File: config.mk
export PLATFORM = sky130hd
export DESIGN_NAME = hram_frame_reader
export DESIGN_NICKNAME = d
export VERILOG_FILES = /design/src/rtl/hram_pkg.sv /design/src/rtl/hram_rd_fifo.sv /design/src/rtl/hram_frame_reader.sv
export SDC_FILE = /design/constraint.sdc
export NUM_CORES = 1
export LEC_CHECK = 0
export ABC_AREA = 1
export BUFFER_PORTS_ARGS = -buffer_cell sky130_fd_sc_hd__buf_2
export CAP_MARGIN = 0
export CELL_PAD_IN_SITES_DETAIL_PLACEMENT = 0
export CELL_PAD_IN_SITES_GLOBAL_PLACEMENT = 1
export CORE_ASPECT_RATIO = 0.5
export CORE_MARGIN = 5
export CORE_UTILIZATION = 55
export CTS_BUF_LIST = sky130_fd_sc_hd__clkbuf_8
export DETAILED_ROUTE_END_ITERATION = 6
export HOLD_SLACK_MARGIN = 0.12
export MAX_ROUTING_LAYER = met4
export PLACE_DENSITY_LB_ADDON = 0.1
export SETUP_SLACK_MARGIN = 0.1
export SYNTH_ARGS = -nofsm -noshare
export SYNTH_HDL_FRONTEND = slang
export SYNTH_HIERARCHICAL = 1
export SYNTH_SLANG_ARGS = --single-unit
File: constraint.sdc
create_clock -name clk -period 6.15 [get_ports clk]
set_input_delay 1.23 -clock clk [delete_from_list [all_inputs] [get_ports clk]]
set_output_delay 1.23 -clock clk [all_outputs]
set_load 0.02 [all_outputs]
File: src/rtl/hram_pkg.sv
// Shared HyperRAM frame-readback definitions: FSM encoding, burst sizing, pixel order.
// Combinational helpers only; no latency, no flow control.
package hram_pkg;

    typedef enum logic [2:0] {
        ST_IDLE,
        ST_WAIT_SPACE,
        ST_ISSUE,
        ST_RECV,
        ST_FINISH
    } state_t;

    localparam int HRAM_BURST_DWORDS = 8;

    // 1: a dword leaves as rd_d[15:0] then rd_d[31:16].
    localparam logic PIX_LO_FIRST = 1'b1;

    // Capture-path read command as presented to hyper_xface.
    typedef struct packed {
        logic [31:0] addr;
        logic [5:0]  num_dwords;
    } rd_cmd_t;

    function automatic logic [5:0] burst_len(input logic [23:0] remaining, input int burst);
        return (remaining < 24'(burst)) ? remaining[5:0] : 6'(burst);
    endfunction

endpackage

File: src/rtl/hram_rd_fifo.sv
// Synchronous show-ahead dword FIFO; dout valid whenever !empty, one cycle push-to-pop.
// Push while full and pop while empty are dropped; the caller reserves space upstream.
module hram_rd_fifo #(
    parameter int WIDTH = 32,
    parameter int DEPTH = 16
) (
    input  logic                     clk,
    input  logic                     resetn,
    input  logic                     push,
    input  logic [WIDTH-1:0]         din,
    input  logic                     pop,
    output logic [WIDTH-1:0]         dout,
    output logic [$clog2(DEPTH):0]   count,
    output logic                     full,
    output logic                     empty
);
    localparam int AW = $clog2(DEPTH);

    logic [WIDTH-1:0] mem [DEPTH];
    logic [AW-1:0]    wptr;
    logic [AW-1:0]    rptr;
    logic             do_push;
    logic             do_pop;

    assign full    = (count == (AW+1)'(DEPTH));
    assign empty   = (count == '0);
    assign do_push = push && !full;
    assign do_pop  = pop && !empty;
    assign dout    = mem[rptr];

    always_ff @(posedge clk) begin
        if (do_push) begin
            mem[wptr] <= din;
        end
    end

    always_ff @(posedge clk) begin
        if (!resetn) begin
            wptr  <= '0;
            rptr  <= '0;
            count <= '0;
        end else begin
            if (do_push) wptr <= wptr + 1'b1;
            if (do_pop)  rptr <= rptr + 1'b1;
            case ({do_push, do_pop})
                2'b10:   count <= count + 1'b1;
                2'b01:   count <= count - 1'b1;
                default: count <= count;
            endcase
        end
    end

endmodule

File: src/rtl/hram_frame_reader.sv
// Reads a frame from HyperRAM in bursts and streams it as 16-bit pixels, low half first.
// Registered pixel output holds under pix_ready=0; bursts issue only once FIFO space is reserved.
module hram_frame_reader
    import hram_pkg::*;
#(
    parameter int BURST_DWORDS = HRAM_BURST_DWORDS,
    parameter int FIFO_DEPTH   = 16
) (
    input  logic        clk,
    input  logic        resetn,
    input  logic        start,
    input  logic [31:0] base_addr,
    input  logic [23:0] num_dwords,
    output logic        active,
    output logic        done,
    output logic        err,
    output logic        rd_req,
    output logic [31:0] rd_addr,
    output logic [5:0]  rd_num_dwords,
    input  logic [31:0] rd_d,
    input  logic        rd_rdy,
    input  logic        busy,
    output logic [15:0] pix_d,
    output logic        pix_valid,
    input  logic        pix_ready
);
    localparam int CW = $clog2(FIFO_DEPTH);
    localparam logic [CW:0] DEPTH_W = (CW+1)'(FIFO_DEPTH);

    state_t      state;
    state_t      state_nxt;
    logic [31:0] cur_addr;
    logic [23:0] remaining;
    logic [5:0]  blen;
    logic [5:0]  recv_cnt;
    logic [CW:0] fifo_count;
    logic [CW:0] free_slots;
    logic [31:0] fifo_dout;
    logic        fifo_push;
    logic        fifo_pop;
    logic        fifo_full;
    logic        fifo_empty;
    logic [15:0] hi_hold;
    logic        half_pend;
    logic        start_ok;
    logic        space_ok;
    logic        last_word;
    logic        out_load;
    logic        pix_drained;
    logic        issue_now;
    logic        finish_now;

    assign blen        = burst_len(remaining, BURST_DWORDS);
    assign free_slots  = DEPTH_W - fifo_count;
    assign space_ok    = 32'(free_slots) >= 32'(blen);
    // start is blocked during the done cycle so back-to-back frames need a fresh pulse.
    assign start_ok    = start && !done;
    assign fifo_push   = (state == ST_RECV) && rd_rdy;
    assign last_word   = fifo_push && (recv_cnt == rd_num_dwords - 6'd1);
    assign out_load    = !pix_valid || pix_ready;
    assign fifo_pop    = out_load && !half_pend && !fifo_empty;
    assign pix_drained = fifo_empty && !half_pend && out_load;
    assign issue_now   = (state == ST_WAIT_SPACE) && (state_nxt == ST_ISSUE);
    assign finish_now  = (state == ST_FINISH) && (state_nxt == ST_IDLE);

    always_comb begin
        state_nxt = state;
        case (state)
            ST_IDLE:       if (start_ok) state_nxt = (num_dwords == '0) ? ST_FINISH : ST_WAIT_SPACE;
            ST_WAIT_SPACE: if (!busy && space_ok) state_nxt = ST_ISSUE;
            ST_ISSUE:      state_nxt = ST_RECV;
            ST_RECV:       if (last_word) state_nxt = (remaining == 24'(rd_num_dwords)) ? ST_FINISH : ST_WAIT_SPACE;
            ST_FINISH:     if (pix_drained) state_nxt = ST_IDLE;
            default:       state_nxt = ST_IDLE;
        endcase
    end

    always_ff @(posedge clk) begin
        if (!resetn) begin
            state         <= ST_IDLE;
            active        <= 1'b0;
            done          <= 1'b0;
            err           <= 1'b0;
            rd_req        <= 1'b0;
            rd_addr       <= '0;
            rd_num_dwords <= '0;
            cur_addr      <= '0;
            remaining     <= '0;
            recv_cnt      <= '0;
        end else begin
            state  <= state_nxt;
            done   <= finish_now;
            rd_req <= issue_now;
            if ((state == ST_IDLE) && start_ok) begin
                cur_addr  <= base_addr;
                remaining <= num_dwords;
                active    <= 1'b1;
                err       <= 1'b0;
            end else if (rd_rdy && (state != ST_RECV)) begin
                err <= 1'b1;
            end
            if (issue_now) begin
                rd_addr       <= cur_addr;
                rd_num_dwords <= blen;
                recv_cnt      <= '0;
            end else if (fifo_push) begin
                recv_cnt <= recv_cnt + 6'd1;
            end
            if (last_word) begin
                cur_addr  <= cur_addr + 32'(rd_num_dwords);
                remaining <= remaining - 24'(rd_num_dwords);
            end
            if (finish_now) active <= 1'b0;
        end
    end

    // Output stage: one pixel register plus the pending second half of the current dword.
    always_ff @(posedge clk) begin
        if (!resetn) begin
            pix_valid <= 1'b0;
            pix_d     <= '0;
            hi_hold   <= '0;
            half_pend <= 1'b0;
        end else if (out_load) begin
            if (half_pend) begin
                pix_d     <= hi_hold;
                pix_valid <= 1'b1;
                half_pend <= 1'b0;
            end else if (!fifo_empty) begin
                pix_d     <= PIX_LO_FIRST ? fifo_dout[15:0]  : fifo_dout[31:16];
                hi_hold   <= PIX_LO_FIRST ? fifo_dout[31:16] : fifo_dout[15:0];
                half_pend <= 1'b1;
                pix_valid <= 1'b1;
            end else begin
                pix_valid <= 1'b0;
            end
        end
    end

    hram_rd_fifo #(
        .WIDTH (32),
        .DEPTH (FIFO_DEPTH)
    ) u_fifo (
        .clk    (clk),
        .resetn (resetn),
        .push   (fifo_push),
        .din    (rd_d),
        .pop    (fifo_pop),
        .dout   (fifo_dout),
        .count  (fifo_count),
        .full   (fifo_full),
        .empty  (fifo_empty)
    );

endmodule
## Word-level counts from Yosys, hierarchy flattened

Memories as Yosys holds them, arrays and structs flattened. A register that Yosys moved wholly into a read port is not among the register bits.
Index checks and enable logic that the tools add are counted.

- Bits in registers: 154
- Memories: 1
- ROM bits: 0
- Bits of input ports: 94
- Latch bits: 0
- Word-level logic and storage cells: 98
- Memory bits (writable): 512
- Output and inout port bits: 59

- Shift-type cells: 0
- Divide/modulo/power cells: 0
- $mul: 0
- Muxes and demuxes: 22
- Reduce and logical (&&, ||, !) cells: 32
- Equal/unequal tests: 12
- Order comparisons: 2
- Bitwise gates (word level): 3
- Add/sub/neg operators: 9

Memories:

| memory | words | width | read ports | clocked after memory_dff | wr ports | RTL line | text |
|---|---|---|---|---|---|---|---|
| u_fifo.mem | 16 | 32 | 1 | 1 | 1 | hram_rd_fifo.sv:19 | `logic [WIDTH-1:0] mem [DEPTH];` |

Operator list:

| cell | count |
|---|---|
| $mux 32 | 2 |
| $mux 24 | 2 |
| $add 32x6->32 | 1 |
| $mux 16 | 2 |
| $eq 24x6->1 | 1 |
| $logic_not 24->1 | 1 |
| $lt 24x4->1 const B | 1 |
| $sub 24x6->24 | 1 |
| $mux 3 | 6 |
| $pmux 3 s5 | 1 |
| $logic_and 1x1->1 | 14 |
| $pmux 5 s2 | 1 |
| $eq 3x2->1 const B | 3 |
| $add 4x1->4 const B | 2 |
| $mux 4 | 2 |
| $add 6x1->6 const B | 1 |
| $eq 6x6->1 | 1 |
| $ge 5x6->1 | 1 |
| $logic_not 1->1 | 6 |
| $logic_not 3->1 | 2 |
| $mux 6 | 1 |
| $reduce_or 2->1 | 3 |
| $sub 6x1->6 const B | 1 |
| $add 5x1->5 const B | 1 |
| other kinds (16) | 23 |

## Logic depth before layout (Yosys ltp)

- Word-level depth: 9
- Depth in mapped cells: 17
- Mapped depth without buffers: 17

## By module

The synthesis kept the hierarchy.

Modules (own cells, without submodules):

| module | area an instance (µm²) | times used | seq. area each (µm²) | cells each |
|---|---|---|---|---|
| hram_rd_fifo | 21393.0 | 1 | 15715.1 | 1480 |
| hram_frame_reader | 8418.1 | 1 | 2822.7 | 1351 |

## Least setup slack after synthesis

No wires, ideal clock.

- Kind: input to register
- From: input rd_rdy
- To: memory u_fifo.mem[11][0], enable pin
- Buffers on the path: 0
- Setup slack: 2.592 ns
- Cell stages on the path: 6
- Required time: 5.729 ns
- Setup time: 0.421 ns
- Arrival time: 3.137 ns
- Cells stage by stage: nand3_4 -> clkinv_2 -> nand2_2 -> inv_1 -> nand2_1 -> nor2_1

- Cells in the longest elaborated chain, start to end: 4

Ends and longest elaborated chain:

| element | RTL line | text |
|---|---|---|
| start, declared | hram_frame_reader.sv:21 | `input logic rd_rdy,` |
| $logic_and 1x1->1 | hram_frame_reader.sv:58 | `assign fifo_push = (state == ST_RECV) && rd_rdy;` |
| net fifo_push | hram_frame_reader.sv:39 | `logic fifo_push;` |
| $logic_and 1x1->1 | hram_rd_fifo.sv:27 | `assign do_push = push && !full;` |
| $mux 1 | hram_rd_fifo.sv:32 | `if (do_push) begin` |
| $mux 1 (implied by the code) | hram_rd_fifo.sv:33 | `mem[wptr] <= din;` |
| end, declared | hram_rd_fifo.sv:19 |  |

The timed path passes the listed nets, and every way through them passes these cells.

## Worst setup path after layout

- From: register u_fifo.count[2]
- To: register u_fifo.count[4]

- Cells in the longest elaborated chain, start to end: 6
- Elaborated cells on any way between the ends: 13
- Those cells by class: add/sub: 2; eq/ne: 3; mux: 1; reduce/logical: 7

Ends and longest elaborated chain:

| element | RTL line | text |
|---|---|---|
| start, declared | hram_rd_fifo.sv:13 | `output logic [$clog2(DEPTH):0] count,` |
| start signal, assigned | hram_rd_fifo.sv:46 | `2'b10: count <= count + 1'b1;` |
| start signal, assigned | hram_rd_fifo.sv:47 | `2'b01: count <= count - 1'b1;` |
| start signal, assigned | hram_rd_fifo.sv:48 | `default: count <= count;` |
| $logic_not 5->1 (*) | hram_rd_fifo.sv:26 | `assign empty = (count == '0);` |
| net fifo_empty | hram_frame_reader.sv:42 | `logic fifo_empty;` |
| $logic_not 1->1 (*) | hram_rd_fifo.sv:28, hram_frame_reader.sv:61 |  |
| $logic_and 1x1->1 | hram_frame_reader.sv:61 | `assign fifo_pop = out_load && !half_pend && !fifo_empty;` |
| $logic_and 1x1->1 (*) | hram_rd_fifo.sv:28 | `assign do_pop = pop && !empty;` |
| net u_fifo.do_pop | hram_rd_fifo.sv:23 | `logic do_pop;` |
| $eq 2x1->1 / $eq 2x2->1 (equally long branches) | hram_rd_fifo.sv:45 | `case ({do_push, do_pop})` |
| $pmux 5 s2 / $reduce_bool 2->1 (equally long branches) | - |  |

The timed path passes the listed nets; every way through them passes the cells marked *.
A chain may end at the register's enable or synchronous reset.

==> run summary <==
# IOs: 153
Initial antenna violation count: 4
Critical path class: flip-flop to flip-flop
R2R cell count: 16
Post-Syn Area: 29800 um^2
CP required: 6.75 ns
Clock latency on the worst-skew pair: 0.71 ns
Syn Inst Count: 2830
Multi-input gate area: 9230 um^2
Critical Path End Type: flip-flop
WL final: 78500 um
Tcrit/Tclk final: 56.2%
Port bufs: 152
Pre-antenna DRT Iters: 6
Final ANT Viol Nets: 0
Layout Nets: 3092
CTS tree: done
R2R Path Start: u_fifo/count[2]
CP bufs+invs: 3
Register-to-register setup slack: 2.69 ns
R2R Path End: u_fifo/count[4]
Initial Util: 55.5%
RSZ-0062 raised after global routing: false
Hold Path Stages: 2
Worst Hold Launch: cur_addr[4]
Leak: 12.2 nW
Slew Limit Headroom: 21.9%
Pwr/cell area: 275 nW/um^2
Die area: 59200 um^2
Max Clk Rate: 289 MHz
Post-place setup slack: 2.20 ns
CTS Hold Buffers Added: 0
Actual slew at the worst max-slew pin: 1.17 ns
Clk_skew: 0.0541 ns
Layout cells sized above 1: 11.7%
PostCTS Resize Cnt: 0
CP Launch Type: flip-flop
Gr ovfl total: 0
Rows: 60
Number of max-cap violations: 0
CP top delay family: simple AND/OR/NAND/NOR gates
Worst hold path class: flip-flop to flip-flop
H-tree depth: 3
Crit path largest cell delay: 0.86 ns
Reg area: 18600 um^2
Core area: 53700 um^2
First-pass GRT wire length: 120000 um
Die X-Extent: 339 um
DRT iter0 DRCs: 2093
Count of final max-slew check failures: 0
CTS buffer count: 93
Setup_tns: 0 ns
CTS Root Cell: clkbuf_8
VDD IR-drop max: 199 uV
Syn_nets: 2954
Fillers: 4469
Die extent in y: 175 um
Cell Int Power: 6.79 mW
WL/cell: 20.9 um
Area grow syn2layout: 10.1%
Minimum clock period: 3.46 ns
GPL Wtd Cong: 0.871
Slack of the critical path: 2.69 ns
Cells along the critical path: nor2_1, nand3_1, inv_1, nor3_2, nand2_1, inv_2, ha_1, xor2_1, ha_1, inv_1, nand2_1, nand2_1, nand3_1, nand2_1, nor2_1, nor2_1
Vias per inst: 5.60
Combinational Power Share: 7.2%
Postcts setup bufs: 0
DRC viols: 0
CTS Buffer Depth: 3
Largest fanout on the critical path: 18
Largest net degree at the start of global routing: 193
Most used cell, CP: nand2_1
Number of global-route vias before repair: 20100
Worst Hold End: rd_addr[4]
Status: finished, final reports clean
Critical path data arrival time: 4.06 ns
Routed vias: 21100
Average size of a mapped cell: 10.5 um^2
Switching Share: 24.9%
DPL Wire Length: 46300 um
Endpoints failing setup: 0
Seq pwr share: 55.4%
Clk pin slew, worst setup/hold paths: 0.07 ns
Switch Pwr: 2.25 mW
Share of total power in the clock network: 37.5%
Syn. warnings: 6
Slowest stage cell, crit path: nor3_2
Final hold violations: 0
CTS Sinks: 670
Total track usage: 26.9%
## worst max path at each step
stage,from,to,cells past startpoint
2_1_floorplan,rd_rdy,u_fifo/mem[11][0],6
5_1_grt,u_fifo/count[2],u_fifo/count[4],15
6_report,u_fifo/count[2],u_fifo/count[4],16
4_1_cts,u_fifo/count[2],u_fifo/count[4],16
3_3_place_gp,pix_ready,u_fifo/count[4],15
3_5_place_dp,pix_ready,u_fifo/count[4],15
## power by group through the flow
stage	combinational [mW]	sequential [mW]	clock, mW
floorplan	0.395	5.11	0
CTS	0.647	5.00	3.47
global placement	0.638	5.10	0
global route	0.729	5.01	3.70
detailed placement	0.644	5.10	0
finish	0.646	5.00	3.39
## layer usage
| metal | up-vias | share of wire [%] | global-route usage (%) |
|---|---|---|---|
| met5 | - | 0 | - |
| met4 | 0 | 2.1 | 6.83 |
| met2 | 665 | 46 | 41.2 |
| met1 | 10100 | 46 | 38.0 |
| li1 | 10200 | - | - |
| met3 | 122 | 6.3 | 4.64 |
## metrics by stage
stage	instance area (um^2)	hold WS (ns)	utilization [%]	total power, mW	std cells
final	32800	0.463	61.1	9.04	3761
after global routing	32800	0.503	61.1	9.44	3761
after CTS	32800	0.460	61.1	9.12	3757
after detailed placement	31000	0.464	57.7	5.74	3586
after global placement	31000	0.460	57.7	5.74	3586
after floorplan	29800	0.439	-	5.50	2830
## registers in the layout, summed over array words and instances, names as in the netlist, 4 cells and up, named ones only
register       flops
u_fifo/mem       512
cur_addr          32
rd_addr           32
remaining         24
hi_hold           16
pix_d             16
rd_num_dwords      6
recv_cnt           6
u_fifo/count       5
u_fifo/rptr        4
u_fifo/wptr        4
## placed cells by master (no fill, tap or decap), drive strengths merged, types with 15 or more instances in the layout
cell type    n
clkinv      46
inv        360
o21ai      286
nand4       33
nor3        17
xor2        15
o211ai     131
a21oi      226
nand2      418
edfxtp     512
ha          28
clkbuf     104
buf        184
nand3      173
nor2       190
dfxtp      158
mux2i      128
## cell type report
type                       instances  area share, %
clock inverter                    67           1.19
timing repair buffer             184           3.13
multi-input combinational       1677           28.1
inverter                         342           3.93
clock buffer                     104           4.36
antenna                            4         0.0305
sequential                       670           56.5
tap                              713           2.72
## worst register-to-register path, stage by stage, from the launching register on
cell	delay, ns
dfxtp_1	0.51
nor2_1	0.11
nand3_1	0.14
inv_1	0.09
nor3_2	0.86
nand2_1	0.28
inv_2	0.20
ha_1	0.30
xor2_1	0.24
ha_1	0.19
inv_1	0.04
nand2_1	0.09
nand2_1	0.07
nand3_1	0.08
nand2_1	0.05
nor2_1	0.09
nor2_1	0.04
(Power assumes the default switching activity.)
